**config.mk**
```make
export PLATFORM = sky130hd
export DESIGN_NAME = shared_mem_arb
export DESIGN_NICKNAME = d
export VERILOG_FILES = /design/src/rtl/shared_mem_arb.sv
export SDC_FILE = /design/constraint.sdc
export NUM_CORES = 1
export LEC_CHECK = 0
export CORE_ASPECT_RATIO = 2
export CORE_MARGIN = 2
export CORE_UTILIZATION = 40
export DETAILED_ROUTE_END_ITERATION = 16
export GPL_TIMING_DRIVEN = 0
export PLACE_DENSITY = 0.7
export SETUP_SLACK_MARGIN = 0.2
export SYNTH_ARGS = -nofsm -noshare
export SYNTH_HDL_FRONTEND = slang
export SYNTH_SLANG_ARGS = --single-unit
```
**constraint.sdc**
```tcl
create_clock -name clk -period 10.4 [get_ports clk]
set_input_delay 2.6 -clock clk [delete_from_list [all_inputs] [get_ports clk]]
set_output_delay 2.6 -clock clk [all_outputs]
set_load 0.02 [all_outputs]
```
**src/rtl/shared_mem_arb.sv**
```systemverilog
// Round-robin arbiter that owns a 32x8 unified memory shared by instruction fetch,
// LD/ST data access and a host loader port; the host can hold a bounded burst lock.
module shared_mem_arb #(
  parameter int DW       = 8,
  parameter int AW       = 5,
  parameter int LOCK_MAX = 8
) (
  input  logic          clk,
  input  logic          reset,
  input  logic          req0,
  input  logic          req1,
  input  logic          req2,
  input  logic          we0,
  input  logic          we1,
  input  logic          we2,
  input  logic [AW-1:0] addr0,
  input  logic [AW-1:0] addr1,
  input  logic [AW-1:0] addr2,
  input  logic [DW-1:0] wdata0,
  input  logic [DW-1:0] wdata1,
  input  logic [DW-1:0] wdata2,
  input  logic          host_lock,
  output logic          gnt0,
  output logic          gnt1,
  output logic          gnt2,
  output logic          rvalid0,
  output logic          rvalid1,
  output logic          rvalid2,
  output logic [DW-1:0] rdata,
  output logic          locked
);

  localparam int DEPTH = 2 ** AW;

  localparam logic [0:0] UNLOCKED = 1'b0;
  localparam logic [0:0] LOCKED   = 1'b1;

  localparam logic [7:0] LAST_CNT   = 8'(LOCK_MAX - 1);
  localparam logic       CAN_LOCK   = (LOCK_MAX > 1);

  logic [DW-1:0] mem_q [DEPTH];
  logic [DW-1:0] rdata_q, rdata_d;
  logic [2:0]    rvalid_q, rvalid_d;
  logic [1:0]    last_q, last_d;
  logic [0:0]    state_q, state_d;
  logic [7:0]    cnt_q, cnt_d;

  logic [2:0]    req;
  logic [2:0]    gnt;
  logic          any_gnt;
  logic          sel_we;
  logic [AW-1:0] sel_addr;
  logic [DW-1:0] sel_wdata;

  assign req = {req2, req1, req0};

  // A held lock overrides rotation; otherwise search starting just after the last winner.
  always_comb begin
    gnt = 3'b000;
    if (state_q == LOCKED && req2) begin
      gnt = 3'b100;
    end else begin
      case (last_q)
        2'd0: begin
          if      (req[1]) gnt = 3'b010;
          else if (req[2]) gnt = 3'b100;
          else if (req[0]) gnt = 3'b001;
        end
        2'd1: begin
          if      (req[2]) gnt = 3'b100;
          else if (req[0]) gnt = 3'b001;
          else if (req[1]) gnt = 3'b010;
        end
        default: begin
          if      (req[0]) gnt = 3'b001;
          else if (req[1]) gnt = 3'b010;
          else if (req[2]) gnt = 3'b100;
        end
      endcase
    end
  end

  assign any_gnt = |gnt;

  always_comb begin
    sel_we    = 1'b0;
    sel_addr  = '0;
    sel_wdata = '0;
    if (gnt[0]) begin
      sel_we = we0; sel_addr = addr0; sel_wdata = wdata0;
    end else if (gnt[1]) begin
      sel_we = we1; sel_addr = addr1; sel_wdata = wdata1;
    end else if (gnt[2]) begin
      sel_we = we2; sel_addr = addr2; sel_wdata = wdata2;
    end
  end

  always_comb begin
    last_d = last_q;
    if      (gnt[0]) last_d = 2'd0;
    else if (gnt[1]) last_d = 2'd1;
    else if (gnt[2]) last_d = 2'd2;

    rvalid_d = gnt & {3{~sel_we}};
    rdata_d  = (any_gnt && !sel_we) ? mem_q[sel_addr] : rdata_q;
  end

  // cnt counts host grants in the current burst, including the one that took the lock,
  // so a burst is exactly LOCK_MAX grants long.
  always_comb begin
    state_d = state_q;
    cnt_d   = cnt_q;
    case (state_q)
      UNLOCKED: begin
        if (gnt[2] && host_lock && CAN_LOCK) begin
          state_d = LOCKED;
          cnt_d   = 8'd1;
        end
      end
      default: begin
        if (!req2 || !host_lock || cnt_q >= LAST_CNT) begin
          state_d = UNLOCKED;
          cnt_d   = 8'd0;
        end else begin
          cnt_d = cnt_q + 8'd1;
        end
      end
    endcase
  end

  always_ff @(posedge clk or posedge reset) begin
    if (reset) begin
      for (int i = 0; i < DEPTH; i++) mem_q[i] <= '0;
    end else if (any_gnt && sel_we) begin
      mem_q[sel_addr] <= sel_wdata;
    end
  end

  always_ff @(posedge clk or posedge reset) begin
    if (reset) begin
      rdata_q  <= '0;
      rvalid_q <= 3'b000;
      last_q   <= 2'd2;
      state_q  <= UNLOCKED;
      cnt_q    <= 8'd0;
    end else begin
      rdata_q  <= rdata_d;
      rvalid_q <= rvalid_d;
      last_q   <= last_d;
      state_q  <= state_d;
      cnt_q    <= cnt_d;
    end
  end

  assign gnt0    = gnt[0];
  assign gnt1    = gnt[1];
  assign gnt2    = gnt[2];
  assign rvalid0 = rvalid_q[0];
  assign rvalid1 = rvalid_q[1];
  assign rvalid2 = rvalid_q[2];
  assign rdata   = rdata_q;
  assign locked  = (state_q == LOCKED);

endmodule

```
==> flow_summary.yaml <==
clock_tree:
  numCtsBuffers: 24
  insertion_delay_ns: 0.54
  cts.clk_slew.worst_paths_ns: 0.06
  cts_root_buf: "clkbuf_16"
  post_cts_buffers: 0
  cts_hold_buf: 0
  htree_levels: 1
  clockBufferDepth: 3
  cts_tree: "built"
  ctsResizeCount: 0
  clock-sinks: 278
critical_path:
  crit_start: "req0"
  worstRegToRegCells: 11
  worst_setup_path_end_kind: "output port"
  startpoint_type: "primary input"
  r2r_start: "locked$_DFF_PP0_"
  critPathArrivalTime_ns: 4.99
  critPathKind: "in -> out"
  cp_max_fo: 10
  crit_required_ns: 7.80
grt:
  grt_max_degree: 45
  grt-ovfl-total: 0
  antenna_found_initial: 0
  grt_pass1_wl_um: 70700
  grt_pass1_vias: 11100
  grtUsageTotal: 0.2897
outcome:
  status: "complete, no violations"
pwr:
  p_comb_frac: 0.419
  power.internal_w: 0.002608
  cellLeakagePower_nw: 6.494
  power.switching_w: 0.002006
  ir_drop_mv: 0.1821
  power_w: 0.004614
  seqPwrFrac: 0.393
  p_per_area_nw_per_um2: 310.0
  switching_share: 0.4348
  clkPwrFrac: 0.188
die:
  start_util: 0.4064
  die_area_um2: 33700
  die_h_um: 257.6
  rows: 92
  coreArea_um2: 31660
  die_w_um: 130.8
  ios: 63
final_layout:
  final-seq-area_um2: 6958
  drive_above_1_share: 0.08832
  multi_input_area_um2: 5370
  nets: 1506
  syn_to_final_growth_pct: 15.71
  antenna_cells: 0
  final_cells: 1895
  post-route-util: 0.4702
  fillers: 3004
timing:
  hold_slack_ns: 0.4749
  min_period_ns: 7.588
  rsz0062_at_grt: "false"
  worst_pin_slew_ns: 1.357
  post-route-period-util: 0.7296
  fmax_ghz: 0.1318
  relSlewSlack: 0.09512
  finalMaxSlewViolations: 0
  final.setup.tns_ns: 0
  setup_viol: 0
  hold_viol: 0
  skew_ns: 0.01665
synthesis:
  synth.area.mux_share: 0.05758
  ys_ff_latch: 278
  synth.avg_cell_area_um2: 9.452
  synthSimpleGateAreaFrac: 0.1669
  ys_async_sr_fraction: 1.000
  ys.flop_type: "dfrtp_1"
  synth_fa_ha_area_frac: 0.0009726
  yosysSeqAreaShare: 0.5408
  synth_edf_count: 0
  synth_compound_area_frac: 0.1920
  yosysWarnings: 0
  synth_area_um2: 12860
  synth_cell_types: 56
  synthXorXnorAreaFrac: 0
  synth.net_count: 1410
  synth_top_family_by_area: "compound AO/OA/AOI/OAI gates"
  synth_cells: 1361
detailed_routing:
  drt_wl_total_um: 47560
  drcViolationCount: 0
  drt_iter0_drc: 952
  wire_per_inst_um: 25.10
  ant_nets: 0
  via_count: 11080
  first_pass_iters: 6
  via_per_inst: 5.849
min_path:
  hp-class: "reg -> reg"
  hold_path_depth: 2
  holdCritStartpoint: "mem_q[25]$_DFFE_PP0P_"
placed_design:
  place.gp.congestion: 0.9961
  numPortBuffers: 62
  dp.cells: 1853
  dp_hpwl_um: 36260
flow_run:
  maxCapViolations: 0
[sequential cells by signal, indices dropped and copies added (netlist names)]
| signal | count |
|---|---|
| mem_q | 256 |
| cnt_q | 8 |
| rdata | 8 |
| rvalid_q | 3 |
| last_q | 2 |
| locked | 1 |
[placed cells by master, fill, tap and decap left out, types with 14 or more instances in the layout]
cell,synthesis,routed
buf_2,36,37
clkdlybuf4s50_1,0,62
dfrtp_1,277,277
clkbuf_1,46,56
nor2_1,96,96
a211oi_1,26,26
mux2i_1,74,74
buf_4,14,14
a21boi_0,14,14
o21ai_0,181,181
nand3_1,35,35
a21oi_1,100,100
clkbuf_16,0,25
o22ai_1,19,19
nand2_1,285,285
[stage by stage]
stage,area [µm²],setup WS (ns)
final,14890,2.812
after floorplan,12870,4.121
after global routing,14890,2.658
after CTS,14880,2.789
after global placement,14020,2.259
after detailed placement,14160,2.806
[layout make-up]
cell class / count / share of cell area
flip-flops and latches: 278 / 0.4674
multi-input cells: 974 / 0.3608
plain buffers: 102 / 0.03429
clock inverters: 3 / 0.001177
clock buffers: 38 / 0.04732
well taps: 423 / 0.03556
repair buffers: 70 / 0.05144
inverters: 7 / 0.002017
[critical path, stage by stage]
cell and delay, ns:
clkdlybuf4s50_1 0.49, and3b_1 0.24, a21oi_1 0.11, nand2_1 0.20
inv_2 0.21, buf_1 0.43, clkdlybuf4s50_1 0.70
[power groups by stage]
| stage | clock, W | sequential [W] | combinational (W) |
|---|---|---|---|
| after floorplan | 0 | 0.00176 | 0.00113 |
| after CTS | 0.000875 | 0.00181 | 0.00190 |
| after detailed placement | 0 | 0.00182 | 0.00190 |
| after global routing | 0.000915 | 0.00186 | 0.00205 |
| final | 0.000868 | 0.00181 | 0.00193 |
| after global placement | 0 | 0.00181 | 0.00186 |
[metal layers]
metal  GRT usage  routed length [µm]  vias up
met3     0.03273                2489      192
met5           0                   0        -
li1            -                   -     4974
met2      0.4848               23510      495
met4      0.2674                5570        0
met1      0.3114               16000     5423
[cells in the mapped netlist, types with 8 or more instances]
master    number  area (µm²)
o21ai_0      181       905.9
mux2i_1       74       740.7
nor4_1         9       56.30
a211oi_1      26       195.2
a311oi_1       9       78.83
o22ai_1       19       118.9
buf_2         36       180.2
a31oi_1       10       62.56
nor2_1        96       360.4
dfrtp_1      277        6932
clkbuf_1      46       172.7
a21oi_1      100       500.5
buf_4         14       105.1
a222oi_1       8       80.08
and2_1        10       62.56
a21boi_0      14       105.1
nand2_1      285        1070
nand3_1       35       175.2
[kinds of logic after synthesis]
group / count (synthesis)
mux: 74
fa+ha+maj: 1
flops: 278
buf+inv: 109
simple gates: 486
compound gates: 413
[final timing paths]
path | slack [ns] | to
min in group asynchronous | 2.36 | mem_q[120]$_DFFE_PP0P_
hold / removal | 0.47 | mem_q[25]$_DFFE_PP0P_
setup reg to reg | 5.88 | rdata[0]$_DFFE_PP0P_
hold reg to reg | 0.47 | mem_q[25]$_DFFE_PP0P_
max in group asynchronous | 6.91 | mem_q[164]$_DFFE_PP0P_
setup / recovery | 2.81 | gnt2
No activity file was read; power rests on OpenSTA's default activity.
